`config.mk`:
```
export PLATFORM = sky130hd
export DESIGN_NAME = fetch_queue
export DESIGN_NICKNAME = d
export VERILOG_FILES = /design/src/rtl/fetch_pkg.sv /design/src/rtl/fetch_queue.sv
export SDC_FILE = /design/constraint.sdc
export NUM_CORES = 1
export LEC_CHECK = 0
export CAP_MARGIN = 25
export CORE_MARGIN = 2
export CORE_UTILIZATION = 48
export DETAILED_ROUTE_END_ITERATION = 10
export GPL_TIMING_DRIVEN = 0
export MAX_ROUTING_LAYER = met4
export PLACE_DENSITY = 0.82
export RECOVER_POWER = 25
export SLEW_MARGIN = 20
export SYNTH_ARGS = -nofsm -noshare
export SYNTH_HDL_FRONTEND = slang
export SYNTH_SLANG_ARGS = --single-unit
```
`constraint.sdc`:
```
create_clock -name clk -period 4.24 [get_ports clk]
set_clock_uncertainty 0.1 [all_clocks]
set_input_delay 0.848 -clock clk [delete_from_list [all_inputs] [get_ports clk]]
set_output_delay 0.848 -clock clk [all_outputs]
set_load 0.01 [all_outputs]
```
`src/rtl/fetch_pkg.sv`:
```
// Shared types and constants for the instruction-fetch front end.
package fetch_pkg;

    localparam int XLEN = 32;
    localparam logic [XLEN-1:0] PC_STEP_DEF = 32'd4;

    typedef struct packed {
        logic [XLEN-1:0] pc;
        logic [XLEN-1:0] instr;
        logic            filled;
    } entry_t;

    localparam entry_t ENTRY_RESET = '{pc: 32'h0000_0000, instr: 32'h0000_0000, filled: 1'b0};

    function automatic logic [XLEN-1:0] pc_advance(input logic [XLEN-1:0] pc,
                                                   input logic [XLEN-1:0] step);
        return pc + step;
    endfunction

endpackage

```
`src/rtl/fetch_queue.sv`:
```
// Fetch front end: issues one imem request per accepted PC, buffers responses
// in order and hands {pc, instr} to decode; redirects flush and drop in-flight data.
module fetch_queue
    import fetch_pkg::*;
#(
    parameter int              DEPTH   = 2,
    parameter logic [XLEN-1:0] PC_STEP = PC_STEP_DEF
) (
    input  logic            clk,
    input  logic            rst,
    input  logic [XLEN-1:0] pc_i,
    output logic [XLEN-1:0] pc_next_o,
    output logic            pc_en_o,
    output logic            imem_req_valid_o,
    output logic [XLEN-1:0] imem_req_addr_o,
    input  logic            imem_req_ready_i,
    input  logic            imem_rsp_valid_i,
    input  logic [XLEN-1:0] imem_rsp_data_i,
    input  logic            redirect_valid_i,
    input  logic [XLEN-1:0] redirect_pc_i,
    output logic            out_valid_o,
    output logic [XLEN-1:0] out_pc_o,
    output logic [XLEN-1:0] out_instr_o,
    input  logic            out_ready_i
);

    localparam int PW = $clog2(DEPTH);
    localparam int CW = $clog2(DEPTH + 1);
    localparam logic [CW-1:0] DEPTH_C = CW'(DEPTH);
    localparam logic [CW-1:0] CNT_ZERO = CW'(1'b0);
    localparam logic [CW-1:0] CNT_ONE  = CW'(1'b1);
    localparam logic [PW-1:0] PTR_ZERO = PW'(1'b0);
    localparam logic [PW-1:0] PTR_ONE  = PW'(1'b1);

    entry_t        entries_r [DEPTH];
    logic [PW-1:0] head_r;
    logic [PW-1:0] alloc_ptr_r;
    logic [PW-1:0] fill_ptr_r;
    logic [CW-1:0] alloc_cnt_r;
    logic [CW-1:0] outstanding_r;
    logic [CW-1:0] drop_cnt_r;

    entry_t head_entry_s;
    logic   req_valid_s;
    logic   accept_s;
    logic   rsp_fill_s;
    logic   out_valid_s;
    logic   pop_s;

    assign imem_req_addr_o = pc_i;

    // Handshake decode; counts are registered so a same-cycle pop never frees a slot early.
    always_comb begin
        head_entry_s = entries_r[head_r];
        req_valid_s  = !rst && !redirect_valid_i && (alloc_cnt_r < DEPTH_C) && (outstanding_r < DEPTH_C);
        accept_s     = req_valid_s && imem_req_ready_i;
        rsp_fill_s   = !rst && !redirect_valid_i && imem_rsp_valid_i && (drop_cnt_r == CNT_ZERO);
        out_valid_s  = !rst && !redirect_valid_i && head_entry_s.filled;
        pop_s        = out_valid_s && out_ready_i;
    end

    // PC register control and decode-side outputs; redirect outranks a normal advance.
    always_comb begin
        imem_req_valid_o = req_valid_s;
        out_valid_o      = out_valid_s;
        if (rst) begin
            pc_en_o     = 1'b0;
            pc_next_o   = pc_i;
            out_pc_o    = 32'h0000_0000;
            out_instr_o = 32'h0000_0000;
        end else begin
            out_pc_o    = head_entry_s.pc;
            out_instr_o = head_entry_s.instr;
            if (redirect_valid_i) begin
                pc_en_o   = 1'b1;
                pc_next_o = redirect_pc_i;
            end else if (accept_s) begin
                pc_en_o   = 1'b1;
                pc_next_o = pc_advance(pc_i, PC_STEP);
            end else begin
                pc_en_o   = 1'b0;
                pc_next_o = pc_i;
            end
        end
    end

    // Queue state: allocate on accept, fill on kept response, retire on pop, flush on redirect.
    always_ff @(posedge clk) begin
        if (rst) begin
            for (int i = 0; i < DEPTH; i++) begin
                entries_r[i] <= ENTRY_RESET;
            end
            head_r        <= PTR_ZERO;
            alloc_ptr_r   <= PTR_ZERO;
            fill_ptr_r    <= PTR_ZERO;
            alloc_cnt_r   <= CNT_ZERO;
            outstanding_r <= CNT_ZERO;
            drop_cnt_r    <= CNT_ZERO;
        end else if (redirect_valid_i) begin
            for (int i = 0; i < DEPTH; i++) begin
                entries_r[i] <= ENTRY_RESET;
            end
            head_r        <= PTR_ZERO;
            alloc_ptr_r   <= PTR_ZERO;
            fill_ptr_r    <= PTR_ZERO;
            alloc_cnt_r   <= CNT_ZERO;
            outstanding_r <= outstanding_r - CW'(imem_rsp_valid_i);
            drop_cnt_r    <= outstanding_r - CW'(imem_rsp_valid_i);
        end else begin
            if (accept_s) begin
                entries_r[alloc_ptr_r].pc     <= pc_i;
                entries_r[alloc_ptr_r].filled <= 1'b0;
                alloc_ptr_r                   <= alloc_ptr_r + PTR_ONE;
            end
            if (rsp_fill_s) begin
                entries_r[fill_ptr_r].instr  <= imem_rsp_data_i;
                entries_r[fill_ptr_r].filled <= 1'b1;
                fill_ptr_r                   <= fill_ptr_r + PTR_ONE;
            end
            if (imem_rsp_valid_i && (drop_cnt_r != CNT_ZERO)) begin
                drop_cnt_r <= drop_cnt_r - CNT_ONE;
            end
            if (pop_s) begin
                entries_r[head_r].filled <= 1'b0;
                head_r                   <= head_r + PTR_ONE;
            end
            outstanding_r <= outstanding_r + CW'(accept_s) - CW'(imem_rsp_valid_i);
            alloc_cnt_r   <= alloc_cnt_r + CW'(accept_s) - CW'(pop_s);
        end
    end

endmodule

```
Word-level counts from Yosys, hierarchy flattened
Memories as Yosys holds them, arrays and structs flattened. A register that Yosys moved wholly into a read port is not among the register bits.
Index checks and enable logic that the tools add are counted.
{ "totals": {"regBits": 9, "mem_bits_rw": 130, "output_inout_bits": 131, "elab_cells": 75, "n_memories": 1} }
{ "mem_list": {"columns": ["name", "words", "word_bits", "read_ports", "rd_ports_with_merged_regs", "write_ports", "line", "source"], "rows": [
  ["entries_r", 2, 65, 1, 1, 3, "fetch_queue.sv:35", "entry_t entries_r [DEPTH];"]
]} }
{ "classes": {"n_addsub": 10, "magnitude_cmp": 2, "muxes": 37, "n_bitwise": 2, "reduce_logical": 17} }
{ "op_table": {"columns": ["op", "count"], "rows": [
  ["$mux W65", 4],
  ["$mux W32", 5],
  ["$reduce_or A65 Y1", 2],
  ["$add A32 B3 Y32 const B", 1],
  ["$mux W1", 23],
  ["$mux W2", 5],
  ["$logic_and A1 B1 Y1", 9],
  ["$sub A2 B1 Y2", 3],
  ["$add A2 B1 Y2", 2],
  ["$lt A2 B2 Y1 const B", 2],
  ["$reduce_bool A2 Y1", 2],
  ["$add A1 B1 Y1 const B", 3],
  ["$logic_not A1 Y1", 2],
  ["$logic_not A2 Y1", 1],
  ["$or A1 B1 Y1", 2],
  ["$reduce_or A2 Y1", 1],
  ["$sub A2 B1 Y2 const B", 1]
]} }

Depth between registers and ports, before layout
Gate-level depths: netlist of run 1.
{ "logic_depth": {"word_depth": 11, "ltp_mapped": 12, "depth_no_buf": 10} }

Worst setup path after synthesis of run 1
OpenSTA, ideal clock, no wires.
{ "synth_timing": {"path_kind": "input to register", "startpoint": "input port imem_rsp_valid_i", "endpoint": "memory entries_r[0][10] in the netlist's numbering (enable)", "setup_time_ns": 0.466, "t_arrival_ns": 3.254, "setup_slack_ns": 0.421, "stages": 2, "path_buffers": 0, "cell_sequence": "nand2_1 o21ai_0"} }
{ "synth_rtl": {"columns": ["item", "line", "source"], "rows": [
  ["start, declared", "fetch_queue.sv:17", "input logic imem_rsp_valid_i,"],
  ["end, declared", "fetch_queue.sv:35", null]
]} }

Worst setup path after layout of run 1
{ "layout_timing": {"startpoint": "input port imem_req_ready_i", "endpoint": "output port pc_next_o[25]"} }
{ "layout_between": {"elab_chain_cells": 4} }
{ "layout_lines": {"columns": ["item", "line", "source"], "rows": [
  ["start, declared", "fetch_queue.sv:16", "input logic imem_req_ready_i,"],
  ["$logic_and A1 B1 Y1", "fetch_queue.sv:56", "accept_s = req_valid_s && imem_req_ready_i;"],
  ["$mux W32", "fetch_queue.sv:77", "end else if (accept_s) begin"],
  ["$mux W32", "fetch_queue.sv:74", "if (redirect_valid_i) begin"],
  ["$mux W32", "fetch_queue.sv:66", "if (rst) begin"],
  ["end, declared", "fetch_queue.sv:12", "output logic [XLEN-1:0] pc_next_o,"]
]} }
Every way passes these cells.

==> results.md, run 1 <==
* Antenna diode count at 0
* Mapped Area at 7630 µm²
* Global-route wire length before repair at 32,500 µm
* Antenna violations before repair at 1
* Area leader, netlist: edfxtp_1
* DR DRC count at 0
* Sequential share of the synthesized area at 53.5%
* Deepest clock path buffer count at 2
* Chip width at 130 µm
* Setup WS pre-CTS at -0.580 ns
* Power Internal at 2880 µW
* Vias at 6,420
* CORE AREA at 15,700 µm²
* Top_reg_cell synth: edfxtp_1
* PwrDens at 347 nW/µm²
* Post-layout minimum cycle time at 4.19 ns
* Vias in the first global route at 6,222
* Worst-path clk slew at 0.06 ns
* I/O pin count at 233
* Fmax at 239 MHz
* Asr flop ratio synth at 0%
* LEAKAGE at 0.00423 µW
* Share of layout cells above drive strength 1 at 9.63%
* Placed Area at 10,300 µm²
* Area grow syn2layout at 42.3%
* Cts bufs inserted at 17
* Synth Warn # at 0
* Worst setup margin at 0.0495 ns
* CTS HTree Levels at 4
* Row count at 46
* Sequential share of power at 43.0%
* Area contributors post-synth: edfxtp_1, mux2i_1, and2_1
* NetSw at 882 µW
* DIE HEIGHT at 130 µm
* DP HPWL at 15,100 µm
* Routed vias/inst at 5.43
* Met3 usage at 5.37%
* FF-to-FF path depth at 5
* Largest net degree at the start of global routing at 33
* Gate power share at 15.7%
* Worst Setup Start Kind: input port
* Post-synth top area share at 50.4%
* Worst-path fanout max at 10
* Starting DRC count in detailed routing at 574
* Rel. slew slack at -42.8%
* Fin area at 10,900 µm²
* Worst EP required at 3.29 ns
* Gpl congestion at 0.819
* Final Setup Violations at 0
* First-pass DRT Iterations at 6
* WP data arrival at 3.24 ns
* GRT busiest layer: met2
* Clk sink count at 140
* Hold Crit Class: flip-flop to flip-flop
* Critical path endpoint category: output pin
* Maxcap violations at 2
* Hold Fails Final Rpt at 0
* Max Slew Vio Count at 30
* Total Die Area at 16,900 µm²
* Clock power frac at 41.3%
* Fin crit share at 98.8%
* Initial Utilization at 48.6%
* Status: finished with violations
* WL/cell at 18.1 µm
* Total Wirelength at 21,400 µm
* Met1 Use GR at 33.6%
* Switching portion of total power at 23.4%
* Number of synthesized flops with an enable pin at 128
* Synth unique cells at 43
* Syn Area/Cell at 10.8 µm²
* Grt met2 use at 43.4%
* Antenna-violating nets left at 0
* Post-Synthesis Net Count at 814
* Most common cell after layout, fill and taps aside: clkdlybuf4s50_1
* CTS tree: yes
* I/O Buffers at 227
* CTS Hold Bufs at 0
* CTS Root Cell: clkbuf_16
* Grt total ovfl at 0
* Cell count after synthesis at 705
* Maximum VDD drop at 311 µV
* Clk Latency, worst-skew pair at 0.42 ns
* Most frequent cells in the layout: clkdlybuf4s50_1, edfxtp_1, and2_1
* Hold depth at 2
* Kind of critical path: input port to output pin
* Least-Margin Pin Slew at 2.12 ns
* Failing checks: capacitance limit, slew limit
* Gr usage total at 26.4%
* Nets at 1,062
* FF+latch count, synth at 140
==> final timing paths <==
path	start	end	slack [ns]
hold / removal	head_r$_SDFFE_PP0P_	entries_r[0][0]$_SDFFE_PP0P_	0.38
hold reg to reg	head_r$_SDFFE_PP0P_	entries_r[0][0]$_SDFFE_PP0P_	0.38
setup reg to reg	drop_cnt_r[0]$_SDFFE_PP0P_	entries_r[1][17]$_SDFFCE_PN0P_	1.06
setup / recovery	imem_req_ready_i	pc_next_o[25]	0.05
==> cell type report <==
cell class	count	area [µm²]
Clock inverter	14	194
Buffer	78	437
Timing Repair Buffer	232	2320
Clock buffer	18	429
Tap cell	216	270
Inverter	11	41.3
Sequential cell	140	4080
Multi-Input combinational cell	473	3090
Fill cell	1146	4850
==> per-stage QoR <==
stage,setup TNS (ns),util (%),std cells,total power [µW],hold WS [ns]
2_1_floorplan,0,-,705,1900,0.346
3_3_place_gp,-96.20,64.8,1148,2230,0.357
3_5_place_dp,-8.11,65.3,1150,2250,0.368
4_1_cts,0,69.4,1182,3780,0.378
5_1_grt,-0.00365,69.1,1182,3890,0.401
6_report,0,69.1,1182,3770,0.382
==> kinds of logic (layout without fill, tap and decap cells) <==
logic type | Yosys count | after routing | synth area share [%]
and+or+nand+nor | 295 | 295 | 20.9
DFF | 140 | 140 | 53.5
buffers and inverters | 92 | 353 | 6.31
AOI/OAI and AO/OA | 71 | 71 | 5.52
muxes | 71 | 71 | 9.31
xor gates and xnor gates | 29 | 29 | 3.33
adders and majority gates | 7 | 7 | 1.15
==> power groups by stage <==
stage	logic [µW]	clock network (µW)	registers [µW]
final	591	1550	1620
after floorplan	258	0	1640
after detailed placement	597	0	1650
after global placement	578	0	1650
after global routing	636	1620	1630
after CTS	600	1560	1620
==> state kept, by name, summed over array words and instances, names as in the netlist, named ones only <==
| name | flops |
|---|---|
| fill_ptr_r | 1 |
| head_r | 1 |
| entries_r | 130 |
| alloc_ptr_r | 1 |
| alloc_cnt_r | 2 |
| outstanding_r | 2 |
| drop_cnt_r | 2 |
==> per-layer routing <==
metal	vias up	part of all wire [%]
met3	37	8.2
met1	3092	39
li1	2982	-
met4	0	1.9
met5	-	0
met2	309	50
==> synthesized netlist by cell type (14+ instances only) <==
cell type,number
a21oi_1,26
and2_1,98
and3_1,39
buf_4,33
clkbuf_1,37
edfxtp_1,128
mux2i_1,71
nand2_1,26
nand3_1,14
nor2_1,84
o22ai_1,22
xor2_1,17
==> repair_timing <==
item | in CTS | in global routing
pin swaps | 2 | 1
buffers inserted | 2 | 1
setup endpoints to repair | 21 | 20
gates resized for setup | 16 | 23
==> critical path: stages <==
cell             delay (ns)
clkdlybuf4s50_1        0.47
or4b_4                 0.52
nor3_4                 0.21
buf_6                  0.19
nand4b_1               0.12
xor2_1                 0.17
a21oi_1                0.16
clkdlybuf4s50_1        0.55
Power figures use the tool's default switching activity.
==> inputs of run 2 (changes only) <==
clock period = 4.1 ns   (was 4.24 ns; I/O delays follow)
==> run 2 against run 1 <==
Net effect: the run still ends with capacitance limit, slew limit left; non-clock buffer count up 5; design area up 0.20%; register-to-register slack got worse by 0.23 ns; global-route usage unchanged; routed wire length increased by 1.0%; combinational power is 3% higher; worst setup slack better by 0.020 ns; count of clock-buffer cells in the layout unchanged; critical endpoint is now pc_next_o[24]; largest cell class unchanged; highest routed layer unchanged.
==> results.md, run 2 (synthesis results as in run 1) <==
* WL/cell at 18.2 µm
* Gate power share at 15.7%
* Antenna-violating nets left at 0
* Vias in the first global route at 6,232
* Worst-path clk slew at 0.06 ns
* DIE HEIGHT at 130 µm
* Grt total ovfl at 0
* Deepest clock path buffer count at 2
* Least-Margin Pin Slew at 1.78 ns
* FF-to-FF path depth at 5
* Clock power frac at 41.2%
* I/O pin count at 233
* R2R Setup Slk at 0.83 ns
* R2R Path Start: drop_cnt_r[0]$_SDFFE_PP0P_
* Vias at 6,395
* Worst Setup Start Kind: input port
* Routed vias/inst at 5.39
* Sequential share of power at 43.1%
* Most common cell after layout, fill and taps aside: clkdlybuf4s50_1
* Largest net degree at the start of global routing at 33
* Gpl congestion at 0.819
* Starting DRC count in detailed routing at 631
* Kind of critical path: input port to output pin
* Worst Setup SP: pc_i[3]
* Maxcap violations at 2
* LEAKAGE at 0.00427 µW
* CTS HTree Levels at 4
* Max Slew Vio Count at 31
* Cell family with most CP delay: buffers and inverters
* Worst hold slack at 0.381 ns
* PwrDens at 357 nW/µm²
* Status: finished with violations
* Most flop-heavy register: entries_r
* Crit-path cells: clkdlybuf4s15_2 -> ha_2 -> and4bb_2 -> and3_4 -> nand4_1 -> xor2_1 -> a21oi_1 -> clkdlybuf4s50_1
* DR DRC count at 0
* CTS Root Cell: clkbuf_16
* Failing checks: capacitance limit, slew limit
* Cts bufs inserted at 17
* Total Die Area at 16,900 µm²
* Critical Path Sink: pc_next_o[24]
* Gr usage total at 26.4%
* Hold Crit Class: flip-flop to flip-flop
* Most frequent cells in the layout: clkdlybuf4s50_1, edfxtp_1, and2_1
* CTS tree: yes
* Initial Utilization at 48.6%
* Fin area at 10,900 µm²
* Placed insts at 1,150
* Clk Latency, worst-skew pair at 0.42 ns
* I/O Buffers at 227
* Fmax at 248 MHz
* Non-Filler Instances at 1,187
* Clk sink count at 140
* Antenna diode count at 0
* Core Util, Final at 69.3%
* Setup Total Neg Slack at 0 ns
* CP max-delay cell: clkdlybuf4s50_1
* Worst path bufs/invs at 2
* Hold Fails Final Rpt at 0
* Chip width at 130 µm
* Placed Area at 10,300 µm²
* Rel. slew slack at -20.0%
* Critical path endpoint category: output pin
* Final Setup Violations at 0
* Total Wirelength at 21,600 µm
* WP depth at 8
* Reg-to-reg endpoint: entries_r[0][27]$_SDFFCE_PN0P_
* Nets at 1,067
* DP HPWL at 15,100 µm
* First-pass DRT Iterations at 6
* Global-route wire length before repair at 32,500 µm
* Post-layout minimum cycle time at 4.03 ns
* Switching portion of total power at 23.3%
* Power Internal at 2980 µW
* Worst-path fanout max at 7
* Max reg flops at 130
* CTS Hold Bufs at 0
* Area grow syn2layout at 42.6%
* Fin crit share at 98.3%
* Share of layout cells above drive strength 1 at 10.4%
* Worst EP required at 3.18 ns
* Maximum VDD drop at 320 µV
* Row count at 46
* Worst path max stage delay at 0.57 ns
* Antenna violations before repair at 1
* WP data arrival at 3.11 ns
* NetSw at 905 µW
* CORE AREA at 15,700 µm²
[run 2: power by group through the flow]
stage	logic [µW]	clock network (µW)	registers [µW]
final	608	1600	1680
after global routing	654	1680	1680
after CTS	616	1610	1680
after detailed placement	618	0	1700
after global placement	598	0	1700
after floorplan	267	0	1700
[run 2: per-stage QoR]
step / worst slack (ns) / total power (µW)
3_3_place_gp: -1.50 / 2300
6_report: 0.0691 / 3880
2_1_floorplan: 0.309 / 1960
4_1_cts: 0.000713 / 3900
5_1_grt: -0.0179 / 4020
3_5_place_dp: -0.664 / 2320
[run 2: worst min-delay path by stage]
| stage | startpoint | endpoint | slack, ns | cells after the start |
|---|---|---|---|---|
| after floorplan | head_r$_SDFFE_PP0P_ | entries_r[1][0]$_SDFFE_PP0P_ | 0.35 | 1 |
| after global placement | head_r$_SDFFE_PP0P_ | entries_r[1][0]$_SDFFE_PP0P_ | 0.36 | 1 |
| after detailed placement | head_r$_SDFFE_PP0P_ | entries_r[1][0]$_SDFFE_PP0P_ | 0.37 | 1 |
| after CTS | head_r$_SDFFE_PP0P_ | entries_r[0][0]$_SDFFE_PP0P_ | 0.38 | 2 |
| after global routing | head_r$_SDFFE_PP0P_ | entries_r[0][0]$_SDFFE_PP0P_ | 0.40 | 2 |
| final | head_r$_SDFFE_PP0P_ | entries_r[0][0]$_SDFFE_PP0P_ | 0.38 | 2 |
[run 2: layout make-up]
class	count	area [µm²]
well taps	216	270
plain buffers	78	437
fillers	1149	4830
clock inverters	14	194
inverters	11	41.3
clock buffers	18	429
multi-input cells	473	3100
repair buffers	237	2330
flip-flops and latches	140	4080
[run 2: repair_timing]
item / 4_1_cts / 5_1_grt
pin swaps: 3 / 3
gates resized for setup: 28 / 28
endpoints found under the setup margin: 26 / 15
endpoints found under the hold margin: 0 / 0
setup buffers: 3 / 5
[run 2: tightest hold or removal path: stages, from the launching register on]
cell and delay [ns]:
dfxtp_1 0.33, inv_1 0.06, a21oi_1 0.05
[run 2: routing by layer]
| layer | vias to the layer above | share of wire, % | wire length (µm) | GRT usage, % |
|---|---|---|---|---|
| li1 | 2993 | - | - | - |
| met1 | 3071 | 40 | 8550 | 33.5 |
| met2 | 294 | 51 | 11000 | 43.3 |
| met3 | 37 | 7.3 | 1580 | 5.37 |
| met4 | 0 | 1.9 | 402 | 7.65 |
| met5 | - | 0 | 0 | - |
